[src/rtl/cpu_types_pkg.sv]
// Shared CPU-side types: machine word, RAM handshake state and the arbiter's
// FSM/grant encodings.
package cpu_types_pkg;

   typedef logic [31:0] word_t;

   typedef enum logic [1:0] {FREE, BUSY, ACCESS, ERROR} ramstate_t;

   typedef enum logic [1:0] {IDLE, ISERV, DSERV} arb_state_t;

   typedef enum logic [1:0] {GNT_NONE, GNT_I, GNT_D} grant_t;

endpackage

[src/rtl/memory_arbiter.sv]
// Single-port RAM arbiter: data requests win, instruction fetch is forced
// through after STARVE_LIMIT-1 back-to-back data completions.
module memory_arbiter
   import cpu_types_pkg::*;
#(
   parameter int STARVE_LIMIT = 4
) (
   input  logic      CLK,
   input  logic      RST,
   input  logic      iREN,
   input  word_t     iaddr,
   output logic      iwait,
   output word_t     iload,
   input  logic      dREN,
   input  logic      dWEN,
   input  word_t     daddr,
   input  word_t     dstore,
   output logic      dwait,
   output word_t     dload,
   output logic      ramREN,
   output logic      ramWEN,
   output word_t     ramaddr,
   output word_t     ramstore,
   input  word_t     ramload,
   input  ramstate_t ramstate,
   output logic      ram_err
);

   localparam int CW = (STARVE_LIMIT > 1) ? $clog2(STARVE_LIMIT) : 1;
   localparam logic [CW-1:0] CNT_MAX = CW'(STARVE_LIMIT - 1);

   arb_state_t    state;
   logic [CW-1:0] cnt;
   grant_t        grant;
   logic          d_req;
   logic          done;

   // Grant is the fresh IDLE choice or the locked owner while it keeps asking.
   always_comb begin
      d_req = dREN | dWEN;
      grant = GNT_NONE;
      if (!RST) begin
         unique case (state)
            IDLE: begin
               if (d_req && cnt < CNT_MAX) grant = GNT_D;
               else if (iREN)              grant = GNT_I;
               else if (d_req)             grant = GNT_D;
            end
            ISERV:   if (iREN)  grant = GNT_I;
            DSERV:   if (d_req) grant = GNT_D;
            default: grant = GNT_NONE;
         endcase
      end
      done = (grant != GNT_NONE) && (ramstate == ACCESS);
   end

   always_comb begin
      ramREN   = 1'b0;
      ramWEN   = 1'b0;
      ramaddr  = '0;
      ramstore = '0;
      iwait    = 1'b1;
      dwait    = 1'b1;
      iload    = '0;
      dload    = '0;
      unique case (grant)
         GNT_I: begin
            ramREN  = 1'b1;
            ramaddr = iaddr;
            if (done) begin
               iwait = 1'b0;
               iload = ramload;
            end
         end
         GNT_D: begin
            ramWEN   = dWEN;
            ramREN   = dREN & ~dWEN;
            ramaddr  = daddr;
            ramstore = dstore;
            if (done) begin
               dwait = 1'b0;
               dload = ramload;
            end
         end
         default: ;
      endcase
   end

   always_ff @(posedge CLK or posedge RST) begin
      if (RST) begin
         state   <= IDLE;
         cnt     <= '0;
         ram_err <= 1'b0;
      end else begin
         if (grant == GNT_NONE || done) state <= IDLE;
         else if (grant == GNT_I)       state <= ISERV;
         else                           state <= DSERV;

         if (!iREN || (done && grant == GNT_I)) cnt <= '0;
         else if (done && grant == GNT_D && cnt < CNT_MAX) cnt <= cnt + CW'(1);

         if (grant != GNT_NONE && ramstate == ERROR) ram_err <= 1'b1;
      end
   end

endmodule
[config.mk]
export PLATFORM = sky130hd
export DESIGN_NAME = memory_arbiter
export DESIGN_NICKNAME = d
export VERILOG_FILES = /design/src/rtl/cpu_types_pkg.sv /design/src/rtl/memory_arbiter.sv
export SDC_FILE = /design/constraint.sdc
export NUM_CORES = 1
export LEC_CHECK = 0
export CORE_AREA = 4 4 102 104
export CTS_BUF_LIST = sky130_fd_sc_hd__clkbuf_4 sky130_fd_sc_hd__clkbuf_8
export CTS_CLUSTER_SIZE = 8
export DETAILED_ROUTE_END_ITERATION = 10
export DIE_AREA = 0 0 106 108
export REMOVE_ABC_BUFFERS = 1
export SYNTH_ARGS = -nofsm -noshare
export SYNTH_HDL_FRONTEND = slang
export SYNTH_SLANG_ARGS = --single-unit
[constraint.sdc]
create_clock -name CLK -period 4.34 [get_ports CLK]
set_input_delay 1.302 -clock CLK [delete_from_list [all_inputs] [get_ports CLK]]
set_output_delay 1.302 -clock CLK [all_outputs]
set_load 0.01 [all_outputs]
==> flow_summary.ini, run 1 <==
[place]
postPlaceCellArea_sq_um = 4340
io_buffer_count = 267
dp.cells = 614
hpwl_microns = 8090
place_congestion = 0.746

[layout]
fillerInstances = 976
diodes = 0
drive_gt1_frac = 0.243
design_area_sq_um = 4480
synthToLayoutAreaGrowth_pct = 221
final_common_cell = clkdlybuf4s50_1
mostFrequentLayoutCells = clkdlybuf4s50_1 (164), and2_1 (92), buf_2 (57)
fin_cells = 631
finalNetCount = 638

[power_and_ir_drop]
seq_power_share = 0.108
clkPwrFrac = 0.205
p_sw_uw = 130
p_total_uw = 452
power.leakage_uw = 0.00233
p_per_area_nw_per_um2 = 101
p_sw_frac = 0.287
internal_power_uw = 322
pwr-share-comb = 0.688
ir_worst_vdd_mv = 0.0471

[critical_path]
cp.required_ns = 3.04
cp_num_buf_inv = 4
critPathMaxFanout = 5
cpMostUsedCell = buf_6
max_stage_delay_ns = 0.43
worst_setup_path_end_kind = output port
cp_top_family = simple AND/OR/NAND/NOR gates
setup.worst_path.start_class = input port
crit_chain = buf_6 -> nand2b_4 -> nor2_2 -> or3_4 -> ha_4 -> and4bb_4 -> clkbuf_16 -> buf_6 -> and2_4 -> buf_6
path_class = in -> out
worst-endpoint-arrival_ns = 3.01
critPathSlowestCell = and4bb_4

[route]
ant_nets = 0
drt_pre_antenna_iters = 4
drt_iter0_drc = 103
drc = 0
viasPerCell = 4.23
via_count = 2668
wl_per_cell_microns = 16.2
wl_microns = 10200

[clock_network]
cts_root_buf = clkbuf_8
path_clk_slew_ns = 0.03
ctsHoldBuffers = 0
cts_sinks = 5
cts_buffer_depth = 2
cts_tree = built
htree_levels = 1
cts_buffers = 3
clk_latency_ns = 0.22

[logic_synthesis]
synth_flop_cell = dfrtp_1
yosys.area_share.adder = 0.0359
synth_top_family_by_area = simple AND/OR/NAND/NOR gates
yosys_register_bits = 5
yosys.area_share.simple = 0.588
async_reset_ff_frac = 1.00
synth.top_cell.area_share = 0.426
seq_area_frac_synth = 0.0897
synth.area.mux_share = 0
syn_inst = 220
syn_area_sq_um = 1400
synth_xor_xnor_area_share = 0
avgSynthCellArea_sq_um = 6.34
synth_area_leaders = and2_1 (43%), a22oi_1 (17%), nor2_1 (9.4%), dfrtp_1 (9.0%), clkbuf_1 (4.6%)
ys_warn_count = 0
synth_compound_area_frac = 0.212
yosysTopAreaCell = and2_1
synth_edf_count = 0
synth_cell_types = 26

[die]
dieArea_sq_um = 11400
die_y_microns = 108
rows = 36
io_pins = 268
die_x_microns = 106
initial_utilization = 0.146
core_sq_um = 9550

[timing]
fin_hold_ws_ns = 0.470
finalSetupTns_ns = 0
tightest_slew_ns = 0.248
drv_slew = 0
max_freq_ghz = 0.232
fin_crit_ns = 4.31
max_slew_margin = 0.835
setup_violations = 0
rsz0062_at_grt = true
fin_skew_ns = 0.000387
period_share = 0.993
hold_violations = 0

[status]
outcome = finished, final reports clean

[global_routing]
grt_usage = 0.159
grt_pass1_wl_microns = 14500
grt_pass1_vias = 2771
globalRoute.totalOverflow = 0
antenna_found_initial = 0
grt_max_degree = 27

[flow_run]
cap_violations = 0

[min_path]
hold_path.class = reg -> reg
-- state kept, by name, indices dropped and copies added, names as in the netlist --
register and count:
state 2, ram_err 1, cnt 2
-- area by class of cell --
cell class	count	area, sq um	area share
Clock buffer	4	48.8	0.0109
Inverter	6	22.5	0.00502
Tap cell	133	166	0.0371
Multi-Input combinational cell	188	1260	0.280
Sequential cell	5	125	0.0279
Timing Repair Buffer	295	2860	0.639
-- power groups by stage --
| stage | Combinational [uW] | Sequential [uW] | Clock, uW |
|---|---|---|---|
| 3_5_place_dp | 305 | 49.2 | 0 |
| 5_1_grt | 333 | 48.8 | 98.6 |
| 2_1_floorplan | 76.4 | 49.0 | 0 |
| 3_3_place_gp | 303 | 49.1 | 0 |
| 6_report | 310 | 48.7 | 92.4 |
| 4_1_cts | 312 | 48.6 | 95.4 |
-- metal layers --
layer / share of wire / track usage
met2: 0.53 / 0.301
met5: 0 / 0
met1: 0.35 / 0.169
met4: 0.016 / 0.0379
met3: 0.11 / 0.0555
-- kinds of logic (layout without fill, tap and decap cells) --
kind of cell,after synthesis,in the layout
DFF,5,5
and+or+nand+nor,143,143
buffers and inverters,27,305
AOI/OAI and AO/OA,41,41
adders and majority gates,4,4
-- repair_timing --
action / CTS / global route
setup endpoints to repair: 132 / 95
pin swaps: 7 / 1
cloned: 4 / 3
gates resized for setup: 275 / 68
buffers inserted: 5 / 1
-- path summary, 6_finish.rpt --
path                       startpoint  endpoint  slack (ns)  cells past startpoint
max                              iREN  iload[3]        0.03                     10
min                           ram_err   ram_err        0.47                      1
max reg2reg                    cnt[0]    cnt[0]        1.63                     12
min reg2reg                   ram_err   ram_err        0.47                      1
max in group asynchronous         RST  state[1]        3.15                      2
min in group asynchronous         RST    cnt[1]        1.02                      2
-- synthesized netlist by cell type (2+ instances only) --
cell,count
a21oi_1,2
a22oi_1,32
and2_1,95
and2_2,2
buf_1,2
buf_2,2
clkbuf_1,17
dfrtp_1,5
ha_1,4
inv_1,5
nor2_1,35
nor3_1,2
o21ai_0,3
or3_1,2
-- through the flow --
stage | worst slack, ns | util
after floorplan | -0.388 | -
after global placement | -0.744 | 0.455
after detailed placement | -0.761 | 0.455
after CTS | 0.00686 | 0.471
after global routing | -0.0691 | 0.469
final | 0.0311 | 0.469
Note: power is estimated with default switching activity, not from simulation.
==> run 2, diff against run 1 <==
Settings changed: CORE_AREA 4 4 102 104 to 2 2 103 105, DIE_AREA 0 0 106 108 to 0 0 105 107.
==> flow_summary.ini, run 2 (synthesized netlist as in run 1, its figures left out) <==
[power_and_ir_drop]
p_total_uw = 464
pwr-share-comb = 0.693
p_per_area_nw_per_um2 = 98.5
internal_power_uw = 323
ir_worst_vdd_mv = 0.0605
seq_power_share = 0.105
p_sw_uw = 141
power.leakage_uw = 0.00221
p_sw_frac = 0.303
clkPwrFrac = 0.202

[status]
outcome = finished, final reports clean

[place]
io_buffer_count = 267
place_ws_ns = -0.793
dp.cells = 622
hpwl_microns = 8480
place_congestion = 0.779

[timing]
setup_violations = 0
max_freq_ghz = 0.232
fin_crit_ns = 4.32
max_slew_margin = 0.848
tightest_slew_ns = 0.227
period_share = 0.995
hold_violations = 0
finalWorstSetupSlack_ns = 0.0235
rsz0062_at_grt = true
drv_slew = 0
fin_skew_ns = 0.00722

[critical_path]
critPathLaunch = dREN
worst_setup_path_end_kind = output port
path_class = in -> out
critPathSlowestCell = or3_4
cp.required_ns = 3.04
setup.worst_path.start_class = input port
cpMostUsedCell = buf_6
reg2reg_slack_ns = 1.71
crit_chain = buf_8 -> o21bai_4 -> or3_4 -> ha_4 -> buf_6 -> and4bb_4 -> buf_6 -> buf_16 -> and2_4 -> buf_6
worstReg2RegEnd = cnt[0]
worst-endpoint-arrival_ns = 3.01
max_stage_delay_ns = 0.42
crit_path_end = iload[3]
reg2reg_from = cnt[0]
rr_worst_depth = 12
critPathMaxFanout = 8

[clock_network]
ctsHoldBuffers = 0
cts_buffers = 3
cts_tree = built
clk_latency_ns = 0.22
path_clk_slew_ns = 0.03
htree_levels = 1
cts_root_buf = clkbuf_8
cts_sinks = 5
cts_buffer_depth = 2

[layout]
fin_cells = 643
reg_top3 = cnt: 2 flops, state: 2 flops, ram_err: 1 flops
synthToLayoutAreaGrowth_pct = 237
multi_input_area_sq_um = 1380
fillerInstances = 1002
mostFrequentLayoutCells = clkdlybuf4s50_1 (133), and2_1 (71), dlygate4sd2_1 (42)
finalNetCount = 645
drive_gt1_frac = 0.352
regArea_sq_um = 125
final_util = 0.466
final_common_cell = clkdlybuf4s50_1

[die]
core_sq_um = 10100
die_x_microns = 105
rows = 37
dieArea_sq_um = 11200
initial_utilization = 0.138
io_pins = 268
die_y_microns = 107

[route]
wl_per_cell_microns = 17.2
via_count = 2747
ant_nets = 0
drt_pre_antenna_iters = 4
drc = 0
wl_microns = 11100
viasPerCell = 4.27
drt_iter0_drc = 84

[min_path]
hold_path.class = reg -> reg

[global_routing]
grt_usage = 0.179
grt_pass1_vias = 2830
antenna_found_initial = 2
globalRoute.totalOverflow = 0
grt_pass1_wl_microns = 15900
grt_max_degree = 26

[flow_run]
cap_violations = 0
run 2: worst max-delay path: cells and delay by family:
family                     cells  cell delay [ns]
AOI/OAI and AO/OA              1             0.09
and+or+nand+nor                3             0.90
buffers and inverters          5             0.55
adders and majority gates      1             0.17
run 2: layer usage:
layer	track usage	wire length [microns]	vias to the layer above
li1	-	-	1300
met1	0.188	4020	1265
met2	0.351	5800	172
met3	0.0468	1060	10
met4	0.0457	175	0
met5	0	0	-
run 2: power groups by stage:
stage	registers [uW]	clock network (uW)	logic (uW)
final	48.6	93.6	321
after detailed placement	49.1	0	308
after floorplan	49.0	0	76.4
after global routing	48.8	99.4	344
after CTS	48.6	93.1	311
after global placement	49.0	0	307
run 2: what timing repair did:
action / 4_1_cts / 5_1_grt
pin swaps: 8 / 9
buffers inserted: 7 / 1
setup endpoints to repair: 132 / 84
cloned: 7 / 2
resized for setup: 381 / 99
run 2: area by class of cell:
| type | instances | share of cell area |
|---|---|---|
| sequential | 5 | 0.0266 |
| multi-input combinational | 188 | 0.294 |
| inverter | 6 | 0.00479 |
| antenna | 2 | 0.00106 |
| clock buffer | 4 | 0.0104 |
| timing repair buffer | 302 | 0.627 |
| tap | 136 | 0.0362 |
run 2: through the flow:
| stage | cell area, sq um | hold slack (ns) | setup TNS, ns |
|---|---|---|---|
| after global placement | 4380 | 0.482 | -84.44 |
| after CTS | 4440 | 0.507 | -0.0323 |
| after floorplan | 1310 | 0.512 | -15.72 |
| after detailed placement | 4380 | 0.495 | -86.32 |
| final | 4710 | 0.501 | 0 |
| after global routing | 4710 | 0.532 | -0.0240 |
run 2: worst min path at each step:
stage                       start  depth (start not counted)       to  slack [ns]
after detailed placement  ram_err                          1  ram_err        0.49
after CTS                 ram_err                          1  ram_err        0.51
after global placement    ram_err                          1  ram_err        0.48
final                     ram_err                          1  ram_err        0.50
after global routing      ram_err                          1  ram_err        0.53
after floorplan           ram_err                          1  ram_err        0.51
